**config.mk**
```make
export PLATFORM = sky130hd
export DESIGN_NAME = flashrom_reader
export DESIGN_NICKNAME = d
export VERILOG_FILES = /design/src/rtl/flashrom_reader.sv
export SDC_FILE = /design/constraint.sdc
export NUM_CORES = 1
export LEC_CHECK = 0
export CAP_MARGIN = 20
export CORE_MARGIN = 3
export CORE_UTILIZATION = 30
export DETAILED_ROUTE_END_ITERATION = 10
export HOLD_SLACK_MARGIN = 0.03
export SKIP_CTS_REPAIR_TIMING = 1
export SLEW_MARGIN = 5
export SYNTH_ARGS = -nofsm -noshare
export SYNTH_HDL_FRONTEND = slang
export SYNTH_SLANG_ARGS = --single-unit
```
**constraint.sdc**
```tcl
create_clock -name clk -period 1.6 [get_ports clk]
set_clock_uncertainty 0.1 [all_clocks]
set_input_delay 0.32 -clock clk [delete_from_list [all_inputs] [get_ports clk]]
set_output_delay 0.32 -clock clk [all_outputs]
set_load 0.05 [all_outputs]
```
**src/rtl/flashrom_reader.sv**
```systemverilog
// Purpose : sequential byte reader for the user flash ROM, packing bytes into WORD_BYTES-wide words.
// Latency : request to first word is WORD_BYTES*ROM_LATENCY cycles; each later word takes the same.
// Backpres: none; data is valid only in the data_valid cycle, and req is ignored while busy.
//
// Ports:
//   clk, rst              rising-edge clock, synchronous active-high reset
//   req, req_addr,        start request (sampled only when idle), first byte address,
//   req_words             number of words to read (0 gives a bare done pulse)
//   busy                  high from request acceptance until the edge that returns the last word
//   data, data_valid      assembled word and its one-cycle strobe; data holds between strobes
//   done                  one-cycle end-of-request strobe, coincident with the last data_valid
//   rom_addr, rom_dout    registered byte address to the ROM wrapper, and the byte it returns
module flashrom_reader #(
    parameter int ADDR_WIDTH  = 7,
    parameter int WORD_BYTES  = 2,
    parameter int ROM_LATENCY = 1,
    parameter int BIG_ENDIAN  = 0,
    parameter int COUNT_WIDTH = 4
) (
    input  logic                    clk,
    input  logic                    rst,
    input  logic                    req,
    input  logic [ADDR_WIDTH-1:0]   req_addr,
    input  logic [COUNT_WIDTH-1:0]  req_words,
    output logic                    busy,
    output logic [8*WORD_BYTES-1:0] data,
    output logic                    data_valid,
    output logic                    done,
    output logic [ADDR_WIDTH-1:0]   rom_addr,
    input  logic [7:0]              rom_dout
);

    localparam int IDX_W  = (WORD_BYTES > 1)  ? $clog2(WORD_BYTES)  : 1;
    localparam int WAIT_W = (ROM_LATENCY > 1) ? $clog2(ROM_LATENCY) : 1;

    localparam logic [IDX_W-1:0]       LAST_IDX  = IDX_W'(WORD_BYTES - 1);
    localparam logic [WAIT_W-1:0]      LAST_WAIT = WAIT_W'(ROM_LATENCY - 1);
    localparam logic [COUNT_WIDTH-1:0] ONE_WORD  = COUNT_WIDTH'(1);

    typedef enum logic [1:0] {
        IDLE,
        FETCH,
        NOOP
    } state_t;

    state_t                   state;
    logic [8*WORD_BYTES-1:0]  acc;         // bytes of the word collected so far
    logic [IDX_W-1:0]         byte_idx;    // position of the next byte within the word
    logic [WAIT_W-1:0]        wait_cnt;    // edges elapsed since the last rom_addr update
    logic [COUNT_WIDTH-1:0]   words_left;

    logic [IDX_W-1:0]         slot;
    logic [8*WORD_BYTES-1:0]  word_next;

    // The partial word with the byte arriving this cycle dropped into its slot.
    // On the last byte of a word this is the complete word, so the data register
    // can be loaded on the same edge that captures that byte.
    always_comb begin
        slot      = (BIG_ENDIAN != 0) ? (LAST_IDX - byte_idx) : byte_idx;
        word_next = acc;
        for (int b = 0; b < WORD_BYTES; b++) begin
            if (slot == IDX_W'(b)) begin
                word_next[8*b +: 8] = rom_dout;
            end
        end
    end

    always_ff @(posedge clk) begin
        if (rst) begin
            state      <= IDLE;
            busy       <= 1'b0;
            data       <= '0;
            data_valid <= 1'b0;
            done       <= 1'b0;
            rom_addr   <= '0;
            acc        <= '0;
            byte_idx   <= '0;
            wait_cnt   <= '0;
            words_left <= '0;
        end else begin
            data_valid <= 1'b0;
            done       <= 1'b0;

            case (state)
                IDLE: begin
                    if (req) begin
                        if (req_words != '0) begin
                            rom_addr   <= req_addr;
                            words_left <= req_words;
                            byte_idx   <= '0;
                            wait_cnt   <= '0;
                            acc        <= '0;
                            busy       <= 1'b1;
                            state      <= FETCH;
                        end else begin
                            // Zero-length request: only a done pulse, one cycle later.
                            state <= NOOP;
                        end
                    end
                end

                NOOP: begin
                    done  <= 1'b1;
                    state <= IDLE;
                end

                FETCH: begin
                    if (wait_cnt != LAST_WAIT) begin
                        wait_cnt <= wait_cnt + 1'b1;
                    end else begin
                        // rom_dout now reflects rom_addr; take it and move on.
                        // The address wraps naturally at 2^ADDR_WIDTH.
                        wait_cnt <= '0;
                        rom_addr <= rom_addr + 1'b1;
                        if (byte_idx == LAST_IDX) begin
                            data       <= word_next;
                            data_valid <= 1'b1;
                            acc        <= '0;
                            byte_idx   <= '0;
                            words_left <= words_left - 1'b1;
                            if (words_left == ONE_WORD) begin
                                done  <= 1'b1;
                                busy  <= 1'b0;
                                state <= IDLE;
                            end
                        end else begin
                            acc      <= word_next;
                            byte_idx <= byte_idx + 1'b1;
                        end
                    end
                end

                default: begin
                    state <= IDLE;
                end
            endcase
        end
    end

endmodule
```
Word level (Yosys, flattened, before mapping)
Cells that the tools add are included.
{"block": "totals", "reg_bits": 50, "wordCells": 74, "inputBits": 22, "output_inout_bits": 26}
{"block": "op_classes", "n_bitwise": 2, "mux": 40, "n_addsub": 4, "reduce_logical": 10, "n_eq_ne": 8}
{"cell": "two-way mux 16 bit", "n": 4}
{"cell": "one-hot mux 16 bit (2 select lines)", "n": 1}
{"cell": "two-way mux 7 bit", "n": 3}
{"cell": "two-way mux 4 bit", "n": 4}
{"cell": "two-way mux 8 bit", "n": 2}
{"cell": "two-way mux 1 bit", "n": 14}
{"cell": "one-hot mux 7 bit (2 select lines)", "n": 1}
{"cell": "two-way mux 2 bit", "n": 5}
{"cell": "!= test 2 bit, second input constant", "n": 5}
{"cell": "one-hot mux 1 bit (2 select lines)", "n": 4}
{"cell": "one-hot mux 4 bit (2 select lines)", "n": 1}
{"cell": "AND reduction 4 bit", "n": 2}
{"cell": "adder 7 x 1 -> 7 bit, second input constant", "n": 1}
{"cell": "AND reduction 3 bit", "n": 2}
{"cell": "AND reduction 6 bit", "n": 1}
{"cell": "AND reduction 5 bit", "n": 1}
{"cell": "equality test 4 x 1 -> 1 bit, second input constant", "n": 1}
{"cell": "one-hot mux 2 bit (2 select lines)", "n": 1}
{"cell": "nonzero test 4 bit", "n": 1}
{"cell": "subtractor 4 x 1 -> 4 bit, second input constant", "n": 1}
{"cell": "OR reduction 3 bit", "n": 1}
{"cell": "adder 1 bit, second input constant", "n": 2}
{"cell": "equality test 2 x 1 -> 1 bit, second input constant", "n": 1}
{"cell": "equality test 2 bit, second input constant", "n": 1}
{"cell": "3 further kinds", "n": 4}

Depth between registers and ports, before layout
Gate-level depths: netlist of the first run.
{"block": "depth", "depth_word": 5, "depth_mapped": 8, "ltp_nobuf": 6}

Worst setup path before layout of the first run
OpenSTA, ideal clock, no wires.
{"block": "synth_path", "path_type": "reg2reg", "from": "register rom_addr[0]", "to": "register rom_addr[6]", "path_stages_with_launch": 6, "required_ns": 1.366, "setup_time_ns": 0.134, "setup_slack_ns": -0.121, "arrival_ns": 1.488, "path_buffers": 0, "synth_period_minus_slack_ns": 1.721, "cell_sequence": "dfxtp_1 > ha_1 > and4_1 > a21boi_0 > o21ai_0 > a21oi_1"}
{"block": "synth_via", "elab_chain_cells": 3}
{"element": "start: declaration", "line_no": "29", "text": "output logic [ADDR_WIDTH-1:0] rom_addr,"}
{"element": "start signal: assignment", "line_no": "88", "text": "rom_addr <= req_addr;"}
{"element": "start signal: assignment", "line_no": "114", "text": "rom_addr <= rom_addr + 1'b1;"}
{"element": "adder 7 x 1 -> 7 bit", "line_no": "114"}
{"element": "two-way mux 7 bit", "line_no": "108", "text": "if (wait_cnt != LAST_WAIT) begin"}
{"element": "one-hot mux 7 bit (2 select lines)", "line_no": "84", "text": "case (state)"}
No other way between the ends. The select of a mux whose other input is x is not followed.
A chain may end at the register's enable or synchronous reset.

Worst setup path after layout of the first run
{"block": "layout_path", "from": "register state[1]", "to": "register rom_addr[0]"}
{"block": "layout_via", "elab_chain_cells": 3, "word_cells_on_any_way": 8, "cone_classes": "eq/ne (4); mux (1); reduce/logical (3)"}
{"element": "start: declaration", "line_no": "46", "text": "state_t state;"}
{"element": "start signal: assignment", "line_no": "70", "text": "state <= IDLE;"}
{"element": "start signal: assignment", "line_no": "94", "text": "state <= FETCH;"}
{"element": "start signal: assignment", "line_no": "97", "text": "state <= NOOP;"}
{"element": "equality test 2 x 1 -> 1 bit / logical NOT 2 bit (equally long branches)", "line_no": "84"}
{"element": "!= test 2 bit (no source line) / nonzero test 2 bit (equally long branches)"}
{"element": "AND reduction 4 bit (no source line)"}
Several ways; a longest one is shown, not always the timed one.

==> metrics.md, run 1 <==
| Metric | Value |
|---|---|
| Startpoint Class | `flop` |
| DR iter-0 viols | `95` |
| Worst setup EP type | `flop` |
| PwrDens | `1030 mW/mm^2` |
| CTS buffer count | `5` |
| Post-Layout Cell Count | `376` |
| Commonest non-fill, non-tap cell in the layout | `nand2_1` |
| Post-DP HPWL | `3.50 mm` |
| Tmin final | `1.58 ns` |
| Hold Crit Depth | `2` |
| Cell Area, Placed | `0.00291 mm^2` |
| Grt total ovfl | `0` |
| Fmax | `633 MHz` |
| Crit Path Class | `flop to flop` |
| Clock-pin slew on the worst setup and hold paths | `0.09 ns` |
| Die area | `0.00735 mm^2` |
| CP Launch Point | `state[1]` |
| DRC violation count after routing | `0` |
| Vias in the first global route | `1661` |
| Post-synthesis cell count | `231` |
| Largest net degree at the start of global routing | `26` |
| Layout area overhead | `66.4%` |
| Worst hold slack | `0.352 ns` |
| Req. time, crit path | `1.71 ns` |
| DR WL/cell | `13.1 um` |
| Least-Margin Pin Slew | `0.370 ns` |
| First-pass GRT wire length | `7.88 mm` |
| Synth cell types | `43` |
| RSZ-0062 raised after global routing | `true` |
| Port bufs | `47` |
| Global placement routability congestion | `0.835` |
| Die width | `85.7 um` |
| Share of cells above drive strength 1 | `30.9%` |
| Initial core utilization | `31.6%` |
| Layout fillers | `541` |
| Multi-input logic area | `0.00104 mm^2` |
| Final Cell Area | `0.00317 mm^2` |
| FF-to-FF Start | `state[1]` |
| Core Util, Final | `52.7%` |
| Slew HR | `75.2%` |
| Tot GR Track Use | `13.2%` |
| Syn. warnings | `0` |
| Syn_nets | `260` |
| Clock latency on the worst-skew pair | `0.29 ns` |
| Max_cap viols | `0` |
| CTS sink count | `41` |
| Via density | `4.88` |
| Last element of the critical path | `rom_addr[0]` |
| Setup-failing EPs final | `0` |
| Drt first pass iters | `4` |
| Clock Tree Buf Depth | `2` |
| TritonCTS clock tree | `done` |
| Seq. cell area | `828 um^2` |
| Synthesized flop and latch total | `41` |
| CP Max Fanout | `10` |
| Core area | `0.00603 mm^2` |
| Sequential share of the synthesized area | `43.0%` |
| Status | `finished clean` |
| Vias | `1833` |
| Fin nets | `329` |
| # IOs | `48` |
| CTS Root Cell | `clkbuf_8` |
| Worst r2r dst | `rom_addr[0]` |
| Fin. Hold Viols | `0` |
| Max VDD drop | `0.537 mV` |
| Antenna cells | `0` |
| Post-DRT Antenna Nets | `0` |
| Mapped Avg Cell Area | `8.25 um^2` |
| WP data arrival | `1.69 ns` |
| Total Routed Length | `4.91 mm` |
| Initial antenna violation count | `0` |
| Placed Cells | `362` |
| R2R cell count | `7` |
| Die height | `85.7 um` |
| Hold Path Class | `flop to flop` |
| Period utilization | `98.7%` |
| Pleak | `1.20 nW` |
| Max-slew violations | `0` |
| Cell Area, Synth | `0.00191 mm^2` |
| Row count | `28` |
| Worst R2R Setup Slack | `0.02 ns` |
| Most frequent cells in the layout | `nand2_1, dfxtp_1, a21oi_1` |
| Max H-tree Level | `2` |
## critical path, cell delays in order, from the launching register on
cell	delay, ns
dfxtp_2	0.36
inv_4	0.06
ha_4	0.18
buf_4	0.13
o22ai_2	0.19
buf_6	0.18
a21oi_2	0.06
a311oi_2	0.22
## worst min-delay path by stage
stage                     startpoint  endpoint  slack [ns]
final                         acc[0]   data[0]        0.35
after global routing          acc[2]    acc[2]        0.38
after CTS                     acc[0]    acc[0]        0.36
after detailed placement      acc[0]    acc[0]        0.34
after global placement        acc[0]    acc[0]        0.34
after floorplan               acc[0]    acc[0]        0.33
## stage by stage
stage,setup TNS [ns],total power [W],setup slack [ns]
after floorplan,0,0.00180,0.00814
after global placement,-7.61,0.00231,-0.377
after detailed placement,-8.40,0.00231,-0.445
after CTS,-1.85,0.00317,-0.137
after global routing,-0.100,0.00343,-0.0304
final,0,0.00327,0.0207
## Yosys cell counts, drive strengths merged
cell type / count / share of area (%)
and4: 1 / 0.46
and4b: 1 / 0.52
mux2i: 3 / 1.6
mux2: 1 / 0.59
nand3b: 1 / 0.39
o22a: 1 / 0.52
nand4b: 1 / 0.46
a211oi: 4 / 2.1
nand3: 12 / 3.1
o31a: 1 / 0.46
o21ai: 10 / 2.6
o22ai: 3 / 0.98
o21a: 1 / 0.39
nor4: 2 / 1.4
and2: 1 / 0.33
nor2: 6 / 1.3
a21oi: 35 / 9.4
buf: 8 / 2.9
o31ai: 2 / 0.79
nor2b: 4 / 1.3
a311oi: 2 / 1.6
nand2: 49 / 9.6
nor3b: 2 / 0.79
or2: 2 / 0.66
clkbuf: 8 / 1.6
nand2b: 3 / 0.98
a31oi: 1 / 0.33
o32ai: 1 / 0.46
a21boi: 2 / 0.79
or3: 2 / 0.66
ha: 7 / 4.6
o2111ai: 1 / 0.46
inv: 11 / 2.2
dfxtp: 41 / 43
o41a: 1 / 0.59
## metal layers
| metal | track usage (%) | vias up | part of all wire (%) | wire, um |
|---|---|---|---|---|
| met5 | 0 | - | 0 | 0 |
| met4 | 3.02 | 0 | 0.31 | 15 |
| met3 | 3.17 | 2 | 5.5 | 272 |
| met2 | 20.4 | 59 | 45 | 2200 |
| met1 | 18.5 | 839 | 49 | 2420 |
| li1 | - | 933 | - | - |
## kinds of logic (layout without fill, tap and decap cells)
logic type,after synthesis,in the layout,synth area share [%]
muxes,4,4,2.17
and+or+nand+nor,87,87,22.1
AOI/OAI and AO/OA,65,65,21.5
DFF,41,41,43.0
adders and majority gates,7,7,4.59
buffers and inverters,27,97,6.63
## registers in the layout, indices dropped and copies added (netlist names)
signal      flops
acc             8
busy            1
byte_idx        1
data           16
data_valid      1
done            1
rom_addr        7
state           2
words_left      4
## final cells by class
type                       count  share of cell area (%)
clock buffer                   5                    2.17
inverter                      11                    1.46
timing repair buffer          78                    33.0
multi-input combinational    163                    32.8
tap                           75                    2.96
clock inverter                 3                    1.46
sequential                    41                    26.1
## report_power, final
group,internal [W],switching [W]
clock,0.000467,0.000383
sequential,0.00111,0.0000865
combinational,0.000621,0.000608
No activity file was read; power rests on OpenSTA's default activity.
==> run 2: changes to the inputs <==
CORE_MARGIN = 2   (was 3)
==> run 2 against run 1 <==
  * The flow now finishes with violations (setup timing)
  * Non-clock buffer count grew 6
  * Combinational power grew 3%
  * Design area grew 1.1%
  * Routed wire length shrank 2.7%
  * Hold slack gained 0.0038 ns
  * Sequential power is essentially flat
  * Via count grew 0.71%
  * Final cell count grew 2.4%
  * Maximum frequency shrank 5.7%
  * Total power grew 0.63%
  * Highest routed layer unchanged
==> metrics.md, run 2 (synthesis gave the netlist of run 1 again) <==
| Metric | Value |
|---|---|
| Status | `finished with violations` |
| Failing checks | `setup timing` |
| CTS buffer count | `5 (unchanged)` |
| Fin. Hold Viols | `0 (unchanged)` |
| CTS Root Cell | `clkbuf_8` |
| DR WL/cell | `12.4 um (-5.0%)` |
| Layout fillers | `581 (+7.4%)` |
| Largest registers | `data (16), acc (8), rom_addr (7)` |
| Core Util, Final | `51.4% (-1.2 points)` |
| Die area | `0.00701 mm^2 (-4.6%)` |
| Crit Path Class | `flop to flop` |
| Buf/Inv on CP | `2 (-1)` |
| Port bufs | `47 (unchanged)` |
| WP data arrival | `1.78 ns (+0.09 ns)` |
| Logic pwr share | `38.5% (+0.9 points)` |
| Commonest non-fill, non-tap cell in the layout | `nand2_1` |
| CP max stage delay | `0.40 ns (+0.04 ns)` |
| Die height | `83.7 um (-2.3%)` |
| Core area | `0.00624 mm^2 (+3.6%)` |
| Tmin final | `1.67 ns (+0.0950 ns)` |
| Initial core utilization | `30.6% (-1.1 points)` |
| Post-DRT Antenna Nets | `0 (unchanged)` |
| Setup-failing EPs final | `4 (+4)` |
| Grt total ovfl | `0 (unchanged)` |
| Sequential share of power | `36.0% (-0.4 points)` |
| Final Cell Area | `0.00321 mm^2 (+1.1%)` |
| Req. time, crit path | `1.70 ns (about the same)` |
| Switch share | `32.6% (-0.37 points)` |
| CTS sink count | `41 (unchanged)` |
| Max_cap viols | `0 (unchanged)` |
| DRC violation count after routing | `0 (unchanged)` |
| Tot GR Track Use | `13.8% (+0.67 points)` |
| TritonCTS clock tree | `done` |
| Max VDD drop | `0.654 mV (+22%)` |
| Cell Area, Placed | `0.00292 mm^2 (+0.34%)` |
| Antenna cells | `0 (unchanged)` |
| Hold Path Class | `flop to flop` |
| Least-Margin Pin Slew | `0.385 ns (+0.0150 ns)` |
| Pleak | `1.22 nW (+1.8%)` |
| # IOs | `48 (unchanged)` |
| Post-DP HPWL | `3.45 mm (-1.3%)` |
| Net Switching | `0.00107 W (-0.49%)` |
| Global placement routability congestion | `0.804 (-3.8%)` |
| Pint | `0.00222 W (+1.2%)` |
| Clock Tree Buf Depth | `2 (unchanged)` |
| DR iter-0 viols | `77 (-19%)` |
| Worst setup EP type | `flop` |
| Startpoint Class | `flop` |
| Most frequent cells in the layout | `nand2_1, dfxtp_1, a21oi_1` |
| CP Max Fanout | `5 (-5)` |
| Max reg flops | `16 (unchanged)` |
| Fmax | `597 MHz (-5.7%)` |
| Total Routed Length | `4.77 mm (-2.7%)` |
| Final worst slack | `-0.0742 ns (-0.0950 ns)` |
| Drt first pass iters | `4 (unchanged)` |
| Critical-path cell list | `inv_4, ha_4, nand2_4, buf_6, or2_4, or3_4, o31ai_4` |
| Layout area overhead | `68.3%` |
| Row count | `29 (+3.6%)` |
| Slew HR | `74.2% (-1.0 points)` |
| Fin nets | `336 (+2.1%)` |
| Period utilization | `105% (+5.9 points)` |
| Largest net degree at the start of global routing | `25 (-3.8%)` |
| CP max stage cell | `or3_4` |
| Clock latency on the worst-skew pair | `0.29 ns (about the same)` |
| Die width | `83.7 um (-2.3%)` |
| Clock-pin slew on the worst setup and hold paths | `0.09 ns (about the same)` |
| Top Family by Delay on Critical Path | `simple AND/OR/NAND/NOR gates` |
| Max H-tree Level | `2 (unchanged)` |
| Share of cells above drive strength 1 | `33.1% (+2.2 points)` |
| Max-slew violations | `0 (unchanged)` |
| Vias | `1846 (+0.71%)` |
| Clock group share of total power | `25.4% (-0.6 points)` |
| Initial antenna violation count | `0 (unchanged)` |
| Most flops, register | `data` |
| First-pass GRT wire length | `8.11 mm (+2.9%)` |
| Via density | `4.79 (-1.6%)` |
| Vias in the first global route | `1822 (+9.7%)` |
| PwrDens | `1030 mW/mm^2 (-0.50%)` |
| RSZ-0062 raised after global routing | `true` |
-- run 2: cell type report --
class / count / area (um^2) / area share (%)
multi-input combinational: 164 / 1070 / 33.4
timing repair buffer: 84 / 1050 / 32.7
sequential: 41 / 828 / 25.8
tap: 77 / 96.3 / 3.00
clock buffer: 5 / 68.8 / 2.14
inverter: 11 / 48.8 / 1.52
clock inverter: 3 / 46.3 / 1.44
-- run 2: final timing paths --
kind | endpoint | startpoint | cells past startpoint | slack, ns
setup / recovery | state[0] | state[1] | 7 | -0.07
hold / removal | data[3] | acc[3] | 2 | 0.36
setup reg to reg | state[0] | state[1] | 7 | -0.07
hold reg to reg | data[3] | acc[3] | 2 | 0.36
-- run 2: per-layer routing --
layer	routed length (um)	up-vias	part of all wire, %	track usage [%]
met5	0	-	0	0
met3	234	2	4.9	4.06
met1	2170	846	45	17.6
met2	2340	47	49	23.1
li1	-	951	-	-
met4	28	0	0.59	3.52
-- run 2: worst register-to-register path, cell delays in order, from the launching register on --
cell and delay (ns):
dfxtp_2 0.34, inv_4 0.09, ha_4 0.19, nand2_4 0.08, buf_6 0.12, or2_4 0.21
or3_4 0.40, o31ai_4 0.06
-- run 2: through the flow --
stage                     setup WS [ns]  setup TNS (ns)  std cells  power (W)  hold slack, ns
after floorplan                 0.00814               0        231    0.00180           0.332
after global placement           -0.418           -8.25        370    0.00231           0.343
after detailed placement         -0.483           -9.37        370    0.00232           0.342
after CTS                        -0.180           -2.75        378    0.00316           0.355
after global routing             -0.118          -0.602        385    0.00348           0.379
final                           -0.0742          -0.177        385    0.00329           0.356
-- run 2: power groups by stage --
stage          clock network, W  registers, W  logic (W)
6_report               0.000836       0.00119    0.00127
5_1_grt                0.000904       0.00120    0.00138
4_1_cts                0.000863       0.00118    0.00112
3_5_place_dp                  0       0.00120    0.00112
3_3_place_gp                  0       0.00120    0.00111
2_1_floorplan                 0       0.00133   0.000471
